<file path="config.mk">
export PLATFORM = sky130hd
export DESIGN_NAME = uart_rx_core
export DESIGN_NICKNAME = d
export VERILOG_FILES = /design/src/rtl/uart_pkg.sv /design/src/rtl/sync_2ff.sv /design/src/rtl/uart_rx_core.sv
export SDC_FILE = /design/constraint.sdc
export NUM_CORES = 1
export LEC_CHECK = 0
export CORE_MARGIN = 2
export CORE_UTILIZATION = 30
export DETAILED_ROUTE_END_ITERATION = 12
export PLACE_DENSITY = 0.59
export SYNTH_ARGS = -nofsm -noshare
export SYNTH_HDL_FRONTEND = slang
export SYNTH_HIERARCHICAL = 1
export SYNTH_SLANG_ARGS = --single-unit
</file>
<file path="constraint.sdc">
create_clock -name clock -period 2.3 [get_ports clock]
set_input_delay 0.23 -clock clock [delete_from_list [all_inputs] [get_ports clock]]
set_output_delay 0.23 -clock clock [all_outputs]
set_load 0.05 [all_outputs]
</file>
<file path="src/rtl/uart_pkg.sv">
// Shared types and constants for the UART receive path.
package uart_pkg;

  localparam int UART_DATA_BITS = 8;

  localparam int UART_PAR_NONE = 0;
  localparam int UART_PAR_ODD  = 1;
  localparam int UART_PAR_EVEN = 2;

  typedef enum logic [2:0] {
    ST_IDLE,
    ST_START,
    ST_DATA,
    ST_PARITY,
    ST_STOP,
    ST_BRKWAIT
  } uart_rx_state_e;

  // One entry of the receive holding register.
  typedef struct packed {
    logic [UART_DATA_BITS-1:0] data;
    logic                      frame_err;
    logic                      parity_err;
  } uart_rx_beat_t;

  function automatic logic parity_err_f(input int mode, input logic [UART_DATA_BITS-1:0] d,
                                        input logic pbit);
    logic x;
    x = ^{d, pbit};
    case (mode)
      UART_PAR_ODD:  parity_err_f = ~x;
      UART_PAR_EVEN: parity_err_f = x;
      default:       parity_err_f = 1'b0;
    endcase
  endfunction

endpackage

</file>
<file path="src/rtl/sync_2ff.sv">
// Two-flop synchronizer for a single asynchronous input bit.
module sync_2ff #(
  parameter logic RST_VAL = 1'b0
) (
  input  logic clock,
  input  logic reset,
  input  logic d,
  output logic q
);

  logic meta;

  always_ff @(posedge clock or posedge reset) begin
    if (reset) begin
      meta <= RST_VAL;
      q    <= RST_VAL;
    end else begin
      meta <= d;
      q    <= meta;
    end
  end

endmodule

</file>
<file path="src/rtl/uart_rx_core.sv">
// 8-bit UART receiver (LSB first, optional parity, 1 stop bit) with a
// one-entry valid/ready holding register and overrun reporting.
module uart_rx_core
  import uart_pkg::*;
#(
  parameter int CLKS_PER_BIT = 434,
  parameter int PARITY       = 0
) (
  input  logic       clock,
  input  logic       reset,
  input  logic       rxd,
  output logic [7:0] rx_data,
  output logic       rx_frame_err,
  output logic       rx_parity_err,
  output logic       rx_valid,
  input  logic       rx_ready,
  output logic       rx_overrun
);

  localparam int CW = $clog2(CLKS_PER_BIT);
  localparam logic [CW-1:0] HALF = CW'(CLKS_PER_BIT / 2);
  localparam logic [CW-1:0] LAST = CW'(CLKS_PER_BIT - 1);
  localparam logic [2:0]    LAST_BIT = 3'(UART_DATA_BITS - 1);

  logic rxd_s;

  sync_2ff #(.RST_VAL(1'b1)) u_sync (
    .clock (clock),
    .reset (reset),
    .d     (rxd),
    .q     (rxd_s)
  );

  uart_rx_state_e            state_q, state_d;
  logic [CW-1:0]             cnt_q, cnt_d;
  logic [2:0]                bit_q, bit_d;
  logic [UART_DATA_BITS-1:0] shreg_q, shreg_d;
  logic                      perr_q, perr_d;
  uart_rx_beat_t             hold_q, hold_d;
  logic                      valid_q, valid_d;
  logic                      ovr_q, ovr_d;
  logic                      frame_done;

  always_ff @(posedge clock or posedge reset) begin
    if (reset) begin
      state_q <= ST_IDLE;
      cnt_q   <= '0;
      bit_q   <= '0;
      shreg_q <= '0;
      perr_q  <= 1'b0;
      hold_q  <= '0;
      valid_q <= 1'b0;
      ovr_q   <= 1'b0;
    end else begin
      state_q <= state_d;
      cnt_q   <= cnt_d;
      bit_q   <= bit_d;
      shreg_q <= shreg_d;
      perr_q  <= perr_d;
      hold_q  <= hold_d;
      valid_q <= valid_d;
      ovr_q   <= ovr_d;
    end
  end

  always_comb begin
    state_d    = state_q;
    cnt_d      = cnt_q + CW'(1);
    bit_d      = bit_q;
    shreg_d    = shreg_q;
    perr_d     = perr_q;
    frame_done = 1'b0;
    case (state_q)
      ST_IDLE: begin
        cnt_d = '0;
        // The detection cycle itself counts as tick 0 of the start bit.
        if (!rxd_s) begin
          state_d = ST_START;
          cnt_d   = CW'(1);
          bit_d   = '0;
          perr_d  = 1'b0;
        end
      end
      ST_START: begin
        if (cnt_q == HALF) begin
          cnt_d   = '0;
          state_d = rxd_s ? ST_IDLE : ST_DATA;
        end
      end
      ST_DATA: begin
        if (cnt_q == LAST) begin
          cnt_d   = '0;
          shreg_d = {rxd_s, shreg_q[UART_DATA_BITS-1:1]};
          bit_d   = bit_q + 3'd1;
          if (bit_q == LAST_BIT)
            state_d = (PARITY != UART_PAR_NONE) ? ST_PARITY : ST_STOP;
        end
      end
      ST_PARITY: begin
        if (cnt_q == LAST) begin
          cnt_d   = '0;
          perr_d  = parity_err_f(PARITY, shreg_q, rxd_s);
          state_d = ST_STOP;
        end
      end
      ST_STOP: begin
        if (cnt_q == LAST) begin
          cnt_d      = '0;
          frame_done = 1'b1;
          state_d    = rxd_s ? ST_IDLE : ST_BRKWAIT;
        end
      end
      ST_BRKWAIT: begin
        cnt_d = '0;
        if (rxd_s) state_d = ST_IDLE;
      end
      default: state_d = ST_IDLE;
    endcase
  end

  // A load wins over a same-cycle handshake clear; a full, stalled register drops the new byte.
  always_comb begin
    hold_d  = hold_q;
    valid_d = valid_q;
    ovr_d   = 1'b0;
    if (valid_q && rx_ready) valid_d = 1'b0;
    if (frame_done) begin
      if (!valid_q || rx_ready) begin
        valid_d           = 1'b1;
        hold_d.data       = shreg_q;
        hold_d.frame_err  = ~rxd_s;
        hold_d.parity_err = perr_q;
      end else begin
        ovr_d = 1'b1;
      end
    end
  end

  assign rx_data       = hold_q.data;
  assign rx_frame_err  = hold_q.frame_err;
  assign rx_parity_err = hold_q.parity_err;
  assign rx_valid      = valid_q;
  assign rx_overrun    = ovr_q;

endmodule
</file>
### Word level (Yosys, flattened, before mapping)

Cells that the tools add are included.

* output and inout bits: 12
* register bits: 38
* bits of input ports: 4

* reduce and logical (&&, ||, !) cells: 12
* equality and inequality tests: 15
* muxes and demuxes: 27
* $add $sub $neg: 2
* bitwise gates (word level): 1

Operators with widths (number)
* case mux 9 bit (4 select lines): 1
* two-way mux 3 bit: 10
* two-way mux 9 bit: 2
* case mux 3 bit (6 select lines): 1
* inequality test 2 bit (second input constant): 6
* two-way mux 1 bit: 10
* adder 9 x 1 -> 9 bit (second input constant): 1
* == test 3 bit (second input constant): 3
* == test 9 x 8 -> 1 bit (second input constant): 1
* == test 9 bit (second input constant): 1
* AND reduction 7 bit: 1
* == test 3 x 2 -> 1 bit (second input constant): 2
* case mux 3 bit (2 select lines): 1
* AND reduction 3 bit: 2
* AND reduction 2 bit: 2
* nonzero test 2 bit: 2
* adder 3 x 1 -> 3 bit (second input constant): 1
* == test 3 x 1 -> 1 bit (second input constant): 1
* zero test 3 bit: 1
* OR reduction 3 bit: 1
* two-way mux 2 bit: 1
* inequality test 2 x 1 -> 1 bit (second input constant): 1
* case mux 1 bit (2 select lines): 1
* logical AND 1 bit: 1
* 3 further kinds: 3

### Longest topological paths before layout

Gate-level depths: netlist of run 1.

* word-level depth: 4
* mapped depth: 8
* gate-level depth less buffers: 6

### Modules after synthesis

Netlist of run 1, hierarchy kept.

By module, submodules not included
* uart_rx_core: area each 1634.1 um^2, seq. area each 850.8 um^2, instances 1, cells an instance 138
* sync_2ff: area each 56.3 um^2, seq. area each 52.6 um^2, instances 1, cells an instance 3

### Worst setup path before layout of run 1

OpenSTA, ideal clock, no wires.

* path kind: reg2reg
* start point: register cnt_q[1]
* end point: register hold_q (netlist bit rx_data[0])
* required time: 2175 ps
* cell stages (with the launch flop): 9
* slack: 460 ps
* arrival time: 1715 ps
* clock period less this slack: 1840 ps
* cells stage by stage: dfrtp_1 inv_1 ha_1 and4b_1 buf_4 nand2_4 or3b_1 buf_6 mux2_4

* longest elaborated chain between the ends: 4

Ends and longest elaborated chain
* from (decl): RTL line uart_rx_core.sv:35 `logic [CW-1:0] cnt_q, cnt_d;`
* from (signal assigned): RTL line uart_rx_core.sv:56 `cnt_q <= cnt_d;`
* == test 9 bit: RTL line uart_rx_core.sv:107 `if (cnt_q == LAST) begin`
* two-way mux 1 bit: RTL line uart_rx_core.sv:107
* two-way mux 1 bit: RTL line uart_rx_core.sv:73 `case (state_q)`
* AND reduction 2 bit (no line)
* to (signal assigned): RTL line uart_rx_core.sv:60 `hold_q <= hold_d;`
* to (decl): RTL line uart_rx_core.sv:39 `uart_rx_beat_t hold_q, hold_d;`

No other way between the ends.
A chain may end at the register's enable or synchronous reset.

### Final worst setup path of run 1

* start point: register cnt_q[1]
* end point: register hold_q (netlist bit rx_data[7])

The elaborated chain is that of the path after synthesis.

==> qor.txt, run 1 <==
antenna viol nets, final -> 0
level count of the clock H-tree -> 2
remaining design rule violation count -> 0
clock-pin transition on the worst setup and hold timing paths -> 70 ps
buffer and inverter count on the worst path -> 1
Via density -> 4.62
post-CTS sizing -> 0
routed wire length -> 2.84 mm
Internal Dissipation -> 0.000964 W
clock tree skew after final layout -> 4.80 ps
Synthesized Nets -> 149
Synth Area per Inst -> 12.0 um^2
crit path cell chain -> inv_1 -> ha_1 -> and4b_1 -> nand2_4 -> or3b_1 -> mux2_4
via count of the first global-routing pass -> 1055
HP Class -> in -> async
Post-Syn Instances -> 141
unrepaired setup endpoints after global routing -> no
number of diodes -> 0
Comb power frac -> 0.020
final max-slew violation count -> 0
highest clock rate -> 466 MHz
register area share after synthesis -> 0.534
clock net sink count -> 36
number of enable flip-flop cells after synthesis -> 0
number of distinct library cells after synthesis -> 41
warnings from Yosys -> 6
startpoint of the worst register-to-register path -> cnt_q[1]$_DFF_PP0_
Post-Layout Cell Count -> 234
Final Cycle Share -> 0.933
Synth async-reset ratio -> 1.00
kind of end point of the critical path -> register
Max Cap Violations -> 0
launching element type of the critical path -> register
initial DRC count -> 52
die area -> 6250 um^2
clk_lat worst skew -> 290 ps
critical path arrival -> 2320 ps
Crit Path Class -> reg -> reg
Switch Pwr -> 0.000241 W
number of placed instances, taps included -> 226
synthesized area -> 1690 um^2
number of antenna violations at the first check in global routing -> 0
Die Span X -> 79.1 um
wire length of the first global-routing pass -> 5.02 mm
Worst Path Required -> 2480 ps
GR Overflow Total -> 0
Sw Ratio -> 0.200
HPWL after detailed placement -> 2.00 mm
worst relative slew slack -> 0.646
run status -> finished, final reports clean
fin worst setup slack -> 155 ps
FF-to-FF path depth -> 6
Pre-Repair DR Iteration Count -> 5
most common flop cell mapped by yosys -> sky130_fd_sc_hd__dfrtp_1
root buffer cell -> sky130_fd_sc_hd__clkbuf_8
layout cell share with drive strength beyond 1 -> 0.228
total track usage -> 0.106
effective utilization at floorplan -> 0.309
area inside the core boundary -> 5470 um^2
WP depth -> 6
most common cell after layout, fill and taps aside -> sky130_fd_sc_hd__dfrtp_1
proportion of power drawn by the clock network -> 0.451
final number of hold-violating endpoints -> 0
setup violation total in the final timing report -> 0
hold-fix buffers at CTS -> 0
P&R area growth vs syn -> 19.6%
FF-to-FF setup slack -> 160 ps
largest fanout on the critical path -> 9
via total after detailed routing -> 1082
number of top-level pins -> 16
Reg-to-Reg End -> rx_data[7]$_DFFE_PP0P_
total setup buffers inserted after CTS -> 0
sequential share of power -> 0.529
worst slack at placement -> 172 ps
net count of the finished layout -> 169
family with the most delay on the worst path -> simple AND/OR/NAND/NOR gates
slowest library cell on the worst path -> sky130_fd_sc_hd__or3b_1
max incr delay on CP -> 630 ps
CTS tree -> yes
routed wire length per instance -> 12.1 um
Post-Route Utilization -> 0.369
transition time at the pin with the least slew margin -> 531 ps
pin count of the biggest net entering global routing -> 35
Port Buffer Count -> 14
TritonCTS buffer count -> 5
highest ir drop seen on vdd -> 0.251 mV
count of filler cells inserted in the layout -> 550
leakage power -> 0.954 nW
number of synthesized register bits -> 36
pwr dens -> 596 nW/um^2
die height -> 79.1 um
most frequent cells in the layout -> sky130_fd_sc_hd__dfrtp_1 (34), sky130_fd_sc_hd__clkdlybuf4s50_1 (14), sky130_fd_sc_hd__nor2_1 (13)
Total Neg Setup Slack -> 0 ps
number of rows created at floorplan -> 27
maximum root-to-sink buffer count -> 2
placer congestion estimate -> 0.767
clock period minus worst slack -> 2140 ps
## through the flow
stage               hold WS [ps]  power (W)  instance area, um^2
floorplan                    142   0.000665                 1690
global route                 300    0.00126                 2020
global placement             347   0.000675                 1910
detailed placement           356   0.000675                 1910
finish                       286    0.00121                 2020
CTS                          286    0.00123                 2020
## metal layers
layer | GRT usage | part of all wire
met1 | 0.136 | 0.49
met2 | 0.154 | 0.46
met3 | 0.0375 | 0.051
met4 | 0.0569 | 0.0060
met5 | 0 | 0
## worst max-delay path by stage
stage | slack, ps | to | start
2_1_floorplan | 460 | rx_data[0]$_DFFE_PP0P_ | cnt_q[1]$_DFF_PP0_
3_3_place_gp | 190 | rx_data[7]$_DFFE_PP0P_ | cnt_q[1]$_DFF_PP0_
3_5_place_dp | 170 | rx_data[0]$_DFFE_PP0P_ | cnt_q[1]$_DFF_PP0_
4_1_cts | 130 | rx_data[7]$_DFFE_PP0P_ | cnt_q[1]$_DFF_PP0_
5_1_grt | 30 | rx_data[7]$_DFFE_PP0P_ | cnt_q[1]$_DFF_PP0_
6_report | 160 | rx_data[7]$_DFFE_PP0P_ | cnt_q[1]$_DFF_PP0_
## power by group through the flow
stage | registers, W | logic, W | clock network (W)
4_1_cts | 0.000637 | 0.0000253 | 0.000567
6_report | 0.000638 | 0.0000241 | 0.000543
3_3_place_gp | 0.000649 | 0.0000253 | 0
5_1_grt | 0.000637 | 0.0000277 | 0.000593
3_5_place_dp | 0.000650 | 0.0000254 | 0
2_1_floorplan | 0.000649 | 0.0000158 | 0
## area by class of cell
cell class	count	area (um^2)	share of cell area
Sequential cell	36	903	0.447
Multi-Input combinational cell	92	713	0.353
Timing Repair Buffer	20	185	0.0916
Clock inverter	2	35.0	0.0173
Clock buffer	6	72.6	0.0359
Tap cell	72	90.1	0.0446
Inverter	6	22.5	0.0111
## cell usage after synthesis, types with 2 or more instances
cell type	instances	share of area
sky130_fd_sc_hd__dfrtp_1	34	0.50
sky130_fd_sc_hd__nor2_1	13	0.029
sky130_fd_sc_hd__dfstp_2	2	0.031
sky130_fd_sc_hd__nand2_1	6	0.013
sky130_fd_sc_hd__xor2_1	3	0.016
sky130_fd_sc_hd__ha_1	4	0.030
sky130_fd_sc_hd__inv_1	6	0.013
sky130_fd_sc_hd__o32ai_1	2	0.010
sky130_fd_sc_hd__mux2_2	8	0.053
sky130_fd_sc_hd__mux2_4	9	0.080
sky130_fd_sc_hd__a21oi_1	3	0.0089
sky130_fd_sc_hd__buf_4	2	0.0089
sky130_fd_sc_hd__nand2b_1	3	0.011
sky130_fd_sc_hd__xnor2_1	4	0.021
sky130_fd_sc_hd__nand3_1	8	0.024
sky130_fd_sc_hd__nor4_1	2	0.0074
sky130_fd_sc_hd__o21ai_0	7	0.021
sky130_fd_sc_hd__buf_6	2	0.013
## cells by family (layout without fill, tap and decap cells)
| family | count (synthesis) | in the layout | share of synthesized area |
|---|---|---|---|
| compound gates | 17 | 17 | 0.0637 |
| xor+xnor | 7 | 7 | 0.0363 |
| fa+ha+maj | 4 | 4 | 0.0296 |
| buf+inv | 13 | 34 | 0.0437 |
| flops | 36 | 36 | 0.534 |
| mux | 17 | 17 | 0.133 |
| other cells | 1 | 1 | 0.00222 |
| simple gates | 46 | 46 | 0.157 |
## registers in the layout (all words and copies together), names as in the netlist
signal	cells
bit_q	3
cnt_q	9
rx_data	8
rx_frame_err	1
rx_overrun	1
rx_valid	1
shreg_q	8
state_q	3
u_sync/meta	1
u_sync/q	1
Power figures use the tool's default switching activity.
==> run 2, diff against run 1 <==
CAP_MARGIN = 10   (was not set)
CORE_UTILIZATION = 56   (was 30)
PLACE_DENSITY = 0.9   (was 0.59)
==> qor.txt, run 2 (synthesis gave the netlist of run 1 again) <==
layout cell share with drive strength beyond 1 -> 0.209 (was 0.228)
setup violation total in the final timing report -> 0 (unchanged)
buffer and inverter count on the worst path -> 1 (unchanged)
maximum root-to-sink buffer count -> 2 (unchanged)
routed wire length per instance -> 16.0 um (was 12.1 um)
post-place instance area -> 1830 um^2 (was 1910 um^2)
effective utilization at floorplan -> 0.603 (was 0.309)
total setup buffers inserted after CTS -> 0 (unchanged)
Pre-Repair DR Iteration Count -> 8 (was 5)
critical path arrival -> 2430 ps (was 2320 ps)
pwr dens -> 538 nW/um^2 (was 596 nW/um^2)
Crit Path Class -> reg -> reg (unchanged)
transition time at the pin with the least slew margin -> 575 ps (was 531 ps)
number of flip-flops under the largest register name -> 9 (unchanged)
number of diodes -> 0 (unchanged)
Total Neg Setup Slack -> 0 ps (unchanged)
Worst Path Required -> 2530 ps (was 2480 ps)
final max-slew violation count -> 0 (unchanged)
clock-pin transition on the worst setup and hold timing paths -> 100 ps (was 70 ps)
launching element type of the critical path -> register (unchanged)
family with the most delay on the worst path -> simple AND/OR/NAND/NOR gates (unchanged)
post-CTS sizing -> 0 (unchanged)
CTS tree -> yes (unchanged)
Die Span X -> 58.9 um (was 79.1 um)
total track usage -> 0.209 (was 0.106)
number of rows created at floorplan -> 19 (was 27)
number of antenna violations at the first check in global routing -> 0 (unchanged)
TritonCTS buffer count -> 5 (unchanged)
clock net sink count -> 36 (unchanged)
via count of the first global-routing pass -> 1116 (was 1055)
clock tree skew after final layout -> 10.1 ps (was 4.80 ps)
Total Power -> 0.00102 W (was 0.00121 W)
Final Cycle Share -> 0.955 (was 0.933)
wire length of the first global-routing pass -> 5.27 mm (was 5.02 mm)
Via density -> 5.80 (was 4.62)
net count of the finished layout -> 165 (was 169)
clk_lat worst skew -> 340 ps (was 290 ps)
Port Buffer Count -> 14 (unchanged)
HPWL after detailed placement -> 2.20 mm (was 2.00 mm)
hold-fix buffers at CTS -> 0 (unchanged)
initial DRC count -> 43 (was 52)
startpoint of the worst register-to-register path -> cnt_q[1]$_DFF_PP0_ (unchanged)
number of placed instances, taps included -> 181 (was 226)
Post-Layout Cell Count -> 189 (was 234)
via total after detailed routing -> 1096 (was 1082)
FF-to-FF setup slack -> 100 ps (was 160 ps)
highest ir drop seen on vdd -> 0.396 mV (was 0.251 mV)
P&R area growth vs syn -> 12.1% (was 19.6%)
die area -> 3470 um^2 (was 6250 um^2)
highest clock rate -> 455 MHz (was 466 MHz)
unrepaired setup endpoints after global routing -> no (unchanged)
die height -> 58.9 um (was 79.1 um)
max incr delay on CP -> 650 ps (was 630 ps)
area inside the core boundary -> 2810 um^2 (was 5470 um^2)
WP depth -> 6 (unchanged)
run status -> finished with violations (was finished, final reports clean)
violated checks -> DRC
crit path cell chain -> inv_1 -> ha_1 -> and4b_1 -> nand2_4 -> or3b_1 -> mux2_4 (unchanged)
antenna viol nets, final -> 0 (unchanged)
largest fanout on the critical path -> 9 (unchanged)
level count of the clock H-tree -> 2 (unchanged)
register bank with the most flops -> cnt_q (unchanged)
clock period minus worst slack -> 2200 ps (was 2140 ps)
slowest library cell on the worst path -> sky130_fd_sc_hd__or3b_1 (unchanged)
routed wire length -> 3.03 mm (was 2.84 mm)
remaining design rule violation count -> 1 (was 0)
final number of hold-violating endpoints -> 0 (unchanged)
final instance area -> 1900 um^2 (was 2020 um^2)
FF-to-FF path depth -> 6 (unchanged)
number of top-level pins -> 16 (unchanged)
most frequent cells in the layout -> sky130_fd_sc_hd__dfrtp_1 (34), sky130_fd_sc_hd__clkdlybuf4s50_1 (14), sky130_fd_sc_hd__nor2_1 (13) (unchanged)
most common cell after layout, fill and taps aside -> sky130_fd_sc_hd__dfrtp_1 (unchanged)
root buffer cell -> sky130_fd_sc_hd__clkbuf_4 (was sky130_fd_sc_hd__clkbuf_8)
HP Class -> in -> async (unchanged)
Reg-to-Reg End -> rx_data[7]$_DFFE_PP0P_ (unchanged)
leakage power -> 0.910 nW (was 0.954 nW)
pin count of the biggest net entering global routing -> 35 (unchanged)
kind of end point of the critical path -> register (unchanged)
GR Overflow Total -> 0 (unchanged)
Max Cap Violations -> 0 (unchanged)
worst relative slew slack -> 0.616 (was 0.646)
placer congestion estimate -> 0.946 (was 0.767)
## run 2: cell count changes in the layout (fill, tap and decap cells not counted), sizes merged
cell      before  now
clkinvlp       0    1
clkbuf         6    7
buf            6    2
clkinv         1    0
bufinv         1    0
## run 2: layout make-up
cell class | instances | area [um^2]
multi-input cells | 92 | 713
clock inverters | 1 | 7.51
clock buffers | 7 | 55.1
inverters | 6 | 22.5
repair buffers | 16 | 155
well taps | 31 | 38.8
flip-flops and latches | 36 | 903
fillers | 213 | 910
## run 2: power by group
group | internal (W) | switching [W] | total, W
sequential | 0.000636 | 0.00000141 | 0.000637
combinational | 0.00000658 | 0.0000175 | 0.0000241
clock | 0.000150 | 0.000208 | 0.000358
## run 2: how the worst max path moves through the flow
stage	from	end	slack [ps]
floorplan	cnt_q[1]$_DFF_PP0_	rx_data[0]$_DFFE_PP0P_	460
global placement	cnt_q[1]$_DFF_PP0_	rx_data[5]$_DFFE_PP0P_	240
detailed placement	cnt_q[1]$_DFF_PP0_	rx_frame_err$_DFFE_PP0P_	130
CTS	cnt_q[1]$_DFF_PP0_	rx_data[7]$_DFFE_PP0P_	110
global route	state_q[1]$_DFFE_PP0P_	bit_q[1]$_DFFE_PP0P_	4
finish	cnt_q[1]$_DFF_PP0_	rx_data[7]$_DFFE_PP0P_	100
## run 2: metrics by stage
step	hold WS [ps]	setup slack, ps	utilization
6_report	238	103	0.676
5_1_grt	255	3.84	0.676
4_1_cts	226	107	0.676
3_5_place_dp	348	127	0.653
3_3_place_gp	348	238	0.653
2_1_floorplan	142	460	-
## run 2: worst reg2reg max path, stage by stage (launching register included)
cell	delay (ps)
sky130_fd_sc_hd__dfrtp_1	410
sky130_fd_sc_hd__inv_1	60
sky130_fd_sc_hd__ha_1	130
sky130_fd_sc_hd__and4b_1	350
sky130_fd_sc_hd__nand2_4	110
sky130_fd_sc_hd__or3b_1	650
sky130_fd_sc_hd__mux2_4	390
## run 2: metal layers
layer | global-route usage | share of wire | up-vias
li1 | - | - | 519
met3 | 0.0549 | 0.040 | 10
met5 | 0 | 0 | -
met2 | 0.333 | 0.51 | 25
met1 | 0.266 | 0.43 | 542
met4 | 0.101 | 0.024 | 0
